--- src/rtl/ring_meas_pkg.sv ---
// Shared types and defaults for the ring-oscillator frequency meter.
// Holds the FSM state encoding and the default window and width settings.
package ring_meas_pkg;

  localparam int GATE_CYCLES_D   = 1024;
  localparam int SETTLE_CYCLES_D = 16;
  localparam int CNT_W_D         = 16;

  typedef enum logic [1:0] {
    IDLE,
    SETTLE,
    GATE,
    DONE
  } state_t;

  function automatic int max2(input int a, input int b);
    return (a > b) ? a : b;
  endfunction

endpackage

--- src/rtl/sync_edge_det.sv ---
// Two-flop synchronizer plus delay flop for an asynchronous input.
// rise is high for one clk cycle per synchronized rising edge.
module sync_edge_det (
  input  logic clk,
  input  logic rst_n,
  input  logic async_in,
  output logic rise
);

  logic r_s1;
  logic r_s2;
  logic r_s3;

  always_ff @(posedge clk) begin
    if (!rst_n) begin
      r_s1 <= 1'b0;
      r_s2 <= 1'b0;
      r_s3 <= 1'b0;
    end else begin
      r_s1 <= async_in;
      r_s2 <= r_s1;
      r_s3 <= r_s2;
    end
  end

  assign rise = r_s2 & ~r_s3;

endmodule

--- src/rtl/ring_freq_meter.sv ---
// Measures ring-oscillator edges over a fixed clk window after a start-up wait.
// The result is held with valid until the consumer acknowledges it.
module ring_freq_meter
  import ring_meas_pkg::*;
#(
  parameter int GATE_CYCLES   = GATE_CYCLES_D,
  parameter int SETTLE_CYCLES = SETTLE_CYCLES_D,
  parameter int CNT_W         = CNT_W_D
) (
  input  logic             clk,
  input  logic             rst_n,
  input  logic             start,
  input  logic             ack,
  input  logic             ring_clk,
  output logic             ring_en,
  output logic             busy,
  output logic             valid,
  output logic [CNT_W-1:0] count,
  output logic             overflow
);

  localparam int WIN_W =
    $clog2(max2(GATE_CYCLES, SETTLE_CYCLES) + 1);
  localparam logic [WIN_W-1:0] SET_LAST =
    WIN_W'(SETTLE_CYCLES - 1);
  localparam logic [WIN_W-1:0] GATE_LAST =
    WIN_W'(GATE_CYCLES - 1);

  state_t           r_state;
  logic [WIN_W-1:0] r_win;
  logic [CNT_W-1:0] r_edge;
  logic             r_ovf;
  logic [CNT_W-1:0] r_count;
  logic             r_overflow;
  logic             r_valid;
  logic             r_busy;
  logic             r_ring_en;

  logic             w_rise;
  logic [CNT_W-1:0] w_edge_nxt;
  logic             w_ovf_nxt;

  sync_edge_det u_sync (
    .clk      (clk),
    .rst_n    (rst_n),
    .async_in (ring_clk),
    .rise     (w_rise)
  );

  // Saturating edge count; an edge at full scale only raises overflow.
  always_comb begin
    w_edge_nxt = r_edge;
    w_ovf_nxt  = r_ovf;
    if (w_rise) begin
      if (&r_edge) w_ovf_nxt = 1'b1;
      else         w_edge_nxt = r_edge + 1'b1;
    end
  end

  always_ff @(posedge clk) begin
    if (!rst_n) begin
      r_state    <= IDLE;
      r_win      <= '0;
      r_edge     <= '0;
      r_ovf      <= 1'b0;
      r_count    <= '0;
      r_overflow <= 1'b0;
      r_valid    <= 1'b0;
      r_busy     <= 1'b0;
      r_ring_en  <= 1'b0;
    end else begin
      unique case (r_state)
        IDLE: begin
          if (start) begin
            r_state    <= SETTLE;
            r_win      <= '0;
            r_edge     <= '0;
            r_ovf      <= 1'b0;
            r_count    <= '0;
            r_overflow <= 1'b0;
            r_busy     <= 1'b1;
            r_ring_en  <= 1'b1;
          end
        end
        SETTLE: begin
          if (r_win == SET_LAST) begin
            r_win   <= '0;
            r_state <= GATE;
          end else begin
            r_win <= r_win + 1'b1;
          end
        end
        GATE: begin
          r_edge <= w_edge_nxt;
          r_ovf  <= w_ovf_nxt;
          if (r_win == GATE_LAST) begin
            r_state    <= DONE;
            r_count    <= w_edge_nxt;
            r_overflow <= w_ovf_nxt;
            r_valid    <= 1'b1;
            r_busy     <= 1'b0;
            r_ring_en  <= 1'b0;
          end else begin
            r_win <= r_win + 1'b1;
          end
        end
        DONE: begin
          if (ack) begin
            r_state <= IDLE;
            r_valid <= 1'b0;
          end
        end
        default: r_state <= IDLE;
      endcase
    end
  end

  assign ring_en  = r_ring_en;
  assign busy     = r_busy;
  assign valid    = r_valid;
  assign count    = r_count;
  assign overflow = r_overflow;

endmodule
--- config.mk ---
export PLATFORM = sky130hd
export DESIGN_NAME = ring_freq_meter
export DESIGN_NICKNAME = d
export VERILOG_FILES = /design/src/rtl/ring_meas_pkg.sv /design/src/rtl/sync_edge_det.sv /design/src/rtl/ring_freq_meter.sv
export SDC_FILE = /design/constraint.sdc
export NUM_CORES = 1
export LEC_CHECK = 0
export CAP_MARGIN = 40
export CORE_MARGIN = 2
export CORE_UTILIZATION = 55
export CTS_CLUSTER_DIAMETER = 200
export DETAILED_ROUTE_END_ITERATION = 10
export DONT_BUFFER_PORTS = 1
export PLACE_DENSITY = 0.7
export SLEW_MARGIN = 40
export SYNTH_ARGS = -nofsm -noshare
export SYNTH_HDL_FRONTEND = slang
export SYNTH_HIERARCHICAL = 1
export SYNTH_SLANG_ARGS = --single-unit
--- constraint.sdc ---
create_clock -name clk -period 2.5 [get_ports clk]
set_input_delay 0.5 -clock clk [delete_from_list [all_inputs] [get_ports clk]]
set_output_delay 0.5 -clock clk [all_outputs]
set_load 0.1 [all_outputs]
==> impl_metrics.prom <==
# TYPE chip_impl_metric gauge
chip_impl_metric{name="insertion_delay",unit="ns"} 0.31
chip_impl_metric{name="vias_per_cell",unit=""} 6.233
chip_impl_metric{name="timing.setup.tns",unit="ns"} 0
chip_impl_metric{name="cts-htree-levels",unit=""} 2
chip_impl_metric{name="area_enclosed_by_the_die_boundary",unit="µm²"} 5685
chip_impl_metric{name="drt-initial-drc-count",unit=""} 242
chip_impl_info{name="ctsRootBufferMaster",value="sky130_fd_sc_hd__clkbuf_8"} 1
chip_impl_metric{name="maxSlewHeadroom",unit=""} 0.5894
chip_impl_info{name="synth_top_area_cell",value="sky130_fd_sc_hd__dfxtp_1"} 1
chip_impl_metric{name="max-cap-violations",unit=""} 0
chip_impl_metric{name="worst-slew-pin-transition",unit="ns"} 0.6112
chip_impl_info{name="result_of_the_run",value="finished clean"} 1
chip_impl_info{name="postSynth.topFlopCell",value="sky130_fd_sc_hd__dfxtp_1"} 1
chip_impl_metric{name="timing.reg2reg.setup_slack",unit="ns"} 0.26
chip_impl_metric{name="place_ws",unit="ns"} 0.2949
chip_impl_metric{name="via_count_of_the_first_global_routing_pass",unit=""} 2257
chip_impl_metric{name="starting_utilization_of_the_core_area",unit=""} 0.5821
chip_impl_metric{name="post-route-util",unit=""} 0.6540
chip_impl_metric{name="globalRouteMet3Util",unit=""} 0.05688
chip_impl_metric{name="seq_area_frac_synth",unit=""} 0.3713
chip_impl_metric{name="r2r_cells",unit=""} 8
chip_impl_metric{name="die_h",unit="µm"} 75.40
chip_impl_metric{name="global_route.usage.met1",unit=""} 0.4073
chip_impl_metric{name="whs",unit="ns"} 0.3077
chip_impl_metric{name="antennaDiodeCount",unit=""} 0
chip_impl_metric{name="synth.net_count",unit=""} 340
chip_impl_metric{name="synthDistinctLibCells",unit=""} 61
chip_impl_metric{name="power_density",unit="nW/µm²"} 673.6
chip_impl_metric{name="drt_drc_violations_left",unit=""} 0
chip_impl_metric{name="post_cts_hold_buffer_count",unit=""} 0
chip_impl_metric{name="wl_per_cell",unit="µm"} 16.64
chip_impl_info{name="startpoint_type",value="flop"} 1
chip_impl_metric{name="ys_warn_count",unit=""} 6
chip_impl_metric{name="critPathMaxFanout",unit=""} 11
chip_impl_metric{name="share_of_the_cycle_needed_by_the_critical_path_after_routing",unit=""} 0.8949
chip_impl_info{name="ys_top_cells_by_area",value="sky130_fd_sc_hd__dfxtp_1, sky130_fd_sc_hd__a21oi_1, sky130_fd_sc_hd__nand2_1, sky130_fd_sc_hd__o21ai_0, sky130_fd_sc_hd__ha_1"} 1
chip_impl_metric{name="syn_area",unit="µm²"} 2804
chip_impl_metric{name="share_of_layout_cells_above_drive_strength_1",unit=""} 0.1785
chip_impl_metric{name="globalRouteTotalUtil",unit=""} 0.2640
chip_impl_metric{name="crit_required",unit="ns"} 2.73
chip_impl_metric{name="clock_sinks",unit=""} 52
chip_impl_metric{name="drt-pass1-iter-count",unit=""} 5
chip_impl_metric{name="final_design_area_no_fill",unit="µm²"} 3151
chip_impl_metric{name="die_width",unit="µm"} 75.40
chip_impl_info{name="layout_common_cells",value="sky130_fd_sc_hd__dfxtp_1, sky130_fd_sc_hd__buf_4, sky130_fd_sc_hd__nand2_1, sky130_fd_sc_hd__a21oi_1, sky130_fd_sc_hd__nor2_1"} 1
chip_impl_metric{name="core-area",unit="µm²"} 4817
chip_impl_metric{name="detailroute.via_count",unit=""} 2618
chip_impl_metric{name="asyncSetResetFlopFracSynth",unit=""} 0
chip_impl_metric{name="ir_worst_vdd",unit="mV"} 0.4063
chip_impl_metric{name="ant_nets",unit=""} 0
chip_impl_info{name="min_to",value="u_sync/r_s1"} 1
chip_impl_metric{name="synth_area_per_cell",unit="µm²"} 8.549
chip_impl_info{name="regToRegEndpoint",value="r_win[5]"} 1
chip_impl_metric{name="cts_post_setup_buffers_inserted",unit=""} 0
chip_impl_metric{name="numPortBuffers",unit=""} 0
chip_impl_info{name="worstReg2RegStart",value="r_state[0]"} 1
chip_impl_info{name="criticalPathCategory",value="reg -> reg"} 1
chip_impl_info{name="grt_most_used_layer",value="met1"} 1
chip_impl_metric{name="leakagePower",unit="nW"} 1.165
chip_impl_metric{name="hold_violations",unit=""} 0
chip_impl_info{name="layout.cells.most_common",value="sky130_fd_sc_hd__dfxtp_1"} 1
chip_impl_metric{name="globalRoute.totalOverflow",unit=""} 0
chip_impl_metric{name="place.detailed.hpwl",unit="µm"} 5119
chip_impl_info{name="rsz0062_at_grt",value="false"} 1
chip_impl_metric{name="cts_buffers",unit=""} 5
chip_impl_info{name="timing.critical_path.to_type",value="flop"} 1
chip_impl_metric{name="grt_pass1_wl",unit="µm"} 11370
chip_impl_info{name="worst_hold_startpoint",value="rst_n"} 1
chip_impl_metric{name="fin_crit",unit="ns"} 2.237
chip_impl_info{name="tritoncts",value="yes"} 1
chip_impl_metric{name="rows",unit=""} 25
chip_impl_metric{name="drv_slew",unit=""} 0
chip_impl_metric{name="achievable-frequency",unit="MHz"} 447.0
chip_impl_info{name="worst_hold_path_type",value="in -> reg"} 1
chip_impl_metric{name="met2_usage",unit=""} 0.3700
chip_impl_metric{name="finalWeightedCongestion",unit=""} 0.9187
chip_impl_metric{name="synth-edff-count",unit=""} 0
chip_impl_metric{name="syn2layout_area_growth",unit="%"} 12.36
chip_impl_metric{name="timing.final.ws_setup",unit="ns"} 0.2629
chip_impl_metric{name="worst_hold_path.num_cells",unit=""} 1
chip_impl_metric{name="synthesis.instances",unit=""} 328
chip_impl_metric{name="ctsLongestPathBuffers",unit=""} 2
chip_impl_metric{name="net_count_of_the_finished_layout",unit=""} 364
chip_impl_metric{name="clkTransAtPathRegs",unit="ns"} 0.09
chip_impl_metric{name="synth_seq_cells",unit=""} 52
chip_impl_metric{name="totalWireLength",unit="µm"} 6990
chip_impl_metric{name="synth_top_area_frac",unit=""} 0.3713
chip_impl_metric{name="num_io_pins",unit=""} 25
chip_impl_metric{name="pin_count_of_the_biggest_net_entering_global_routing",unit=""} 30
chip_impl_metric{name="worst_clock_skew",unit="ns"} 0.007327
chip_impl_metric{name="timing.final.setup_violations",unit=""} 0
chip_impl_metric{name="worst_ep_arrival",unit="ns"} 2.47
chip_impl_metric{name="dpl_cell_area",unit="µm²"} 3058
chip_impl_metric{name="grt_antenna_before_repair",unit=""} 0
## timing repair
action,CTS,global route
hold endpoints to repair,0,0
gates resized for setup,0,1
setup endpoints to repair,0,1
## metal layers
| layer | routed length [µm] | up-vias |
|---|---|---|
| li1 | - | 1271 |
| met3 | 491 | 7 |
| met4 | 71 | 0 |
| met2 | 3114 | 109 |
| met5 | 0 | - |
| met1 | 3311 | 1231 |
## registers in the layout, indices dropped and copies added, names as in the netlist
register and cells:
valid 1, u_sync/r_s2 1, u_sync/r_s1 1, r_edge 16, r_win 11, u_sync/r_s3 1, r_ovf 1, count 16
r_state 2, ring_en 1, overflow 1
## worst max path at each step
stage	from	endpoint	slack, ns	depth (start not counted)
2_1_floorplan	r_state[0]	count[12]	0.59	7
3_3_place_gp	r_state[0]	count[8]	0.42	7
3_5_place_dp	r_state[0]	count[8]	0.29	7
4_1_cts	r_state[0]	count[8]	0.22	7
5_1_grt	r_state[0]	r_win[7]	0.06	8
6_report	r_state[0]	r_win[5]	0.26	8
## power by group
part / internal (W) / total (W) / switching, W
Clock: 0.000226 / 0.000496 / 0.000270
Combinational: 0.000236 / 0.000747 / 0.000511
Sequential: 0.000855 / 0.000880 / 0.0000248
## Yosys cell counts, types with 3 or more instances
cell type and count:
sky130_fd_sc_hd__xnor2_1 3, sky130_fd_sc_hd__o21ai_1 3, sky130_fd_sc_hd__nand2_1 33, sky130_fd_sc_hd__a21oi_1 29, sky130_fd_sc_hd__and2_1 8, sky130_fd_sc_hd__buf_2 5
sky130_fd_sc_hd__nand3b_1 3, sky130_fd_sc_hd__a21o_1 3, sky130_fd_sc_hd__nor4_1 4, sky130_fd_sc_hd__inv_1 8, sky130_fd_sc_hd__ha_1 7, sky130_fd_sc_hd__or3_1 5
sky130_fd_sc_hd__o211ai_1 7, sky130_fd_sc_hd__clkbuf_1 8, sky130_fd_sc_hd__nor2b_1 3, sky130_fd_sc_hd__o21ai_0 19, sky130_fd_sc_hd__nor2_1 21, sky130_fd_sc_hd__o2bb2ai_1 9
sky130_fd_sc_hd__nand3_1 13, sky130_fd_sc_hd__and3_1 3, sky130_fd_sc_hd__a31oi_1 8, sky130_fd_sc_hd__nor3_1 9, sky130_fd_sc_hd__nand4_1 5, sky130_fd_sc_hd__dfxtp_1 52
sky130_fd_sc_hd__mux2i_1 6
## kinds of logic (layout without fill, tap and decap cells)
group           Yosys count  count (layout)  share of synthesized area
compound gates          105             105                     0.2588
xor+xnor                  5               5                    0.01562
simple gates            127             127                     0.2561
buf+inv                  25              50                    0.04150
fa+ha+maj                 7               7                    0.03123
mux                       7               7                    0.02544
flops                    52              52                     0.3713
## worst max-delay path, stage by stage (launching register included)
cell	delay (ns)
sky130_fd_sc_hd__dfxtp_1	0.36
sky130_fd_sc_hd__inv_1	0.12
sky130_fd_sc_hd__ha_1	0.32
sky130_fd_sc_hd__inv_1	0.09
sky130_fd_sc_hd__buf_4	0.19
sky130_fd_sc_hd__nor4_1	0.48
sky130_fd_sc_hd__or2_2	0.32
sky130_fd_sc_hd__nand2_1	0.08
sky130_fd_sc_hd__a31oi_1	0.21
## per-stage QoR
| step | power (W) | cells |
|---|---|---|
| finish | 0.002122 | 420 |
| global route | 0.002245 | 420 |
| CTS | 0.002123 | 420 |
| detailed placement | 0.001630 | 412 |
| global placement | 0.001617 | 412 |
| floorplan | 0.001432 | 328 |
## final cells by class
type                            instances  area [µm²]
Multi-Input combinational cell        251        1649
Timing Repair Buffer                   34       255.2
Clock buffer                            8       90.09
Sequential cell                        52        1042
Inverter                                8       30.03
Tap cell                               67       83.83
Fill cell                             432        1667
No activity file was read; power rests on OpenSTA's default activity.
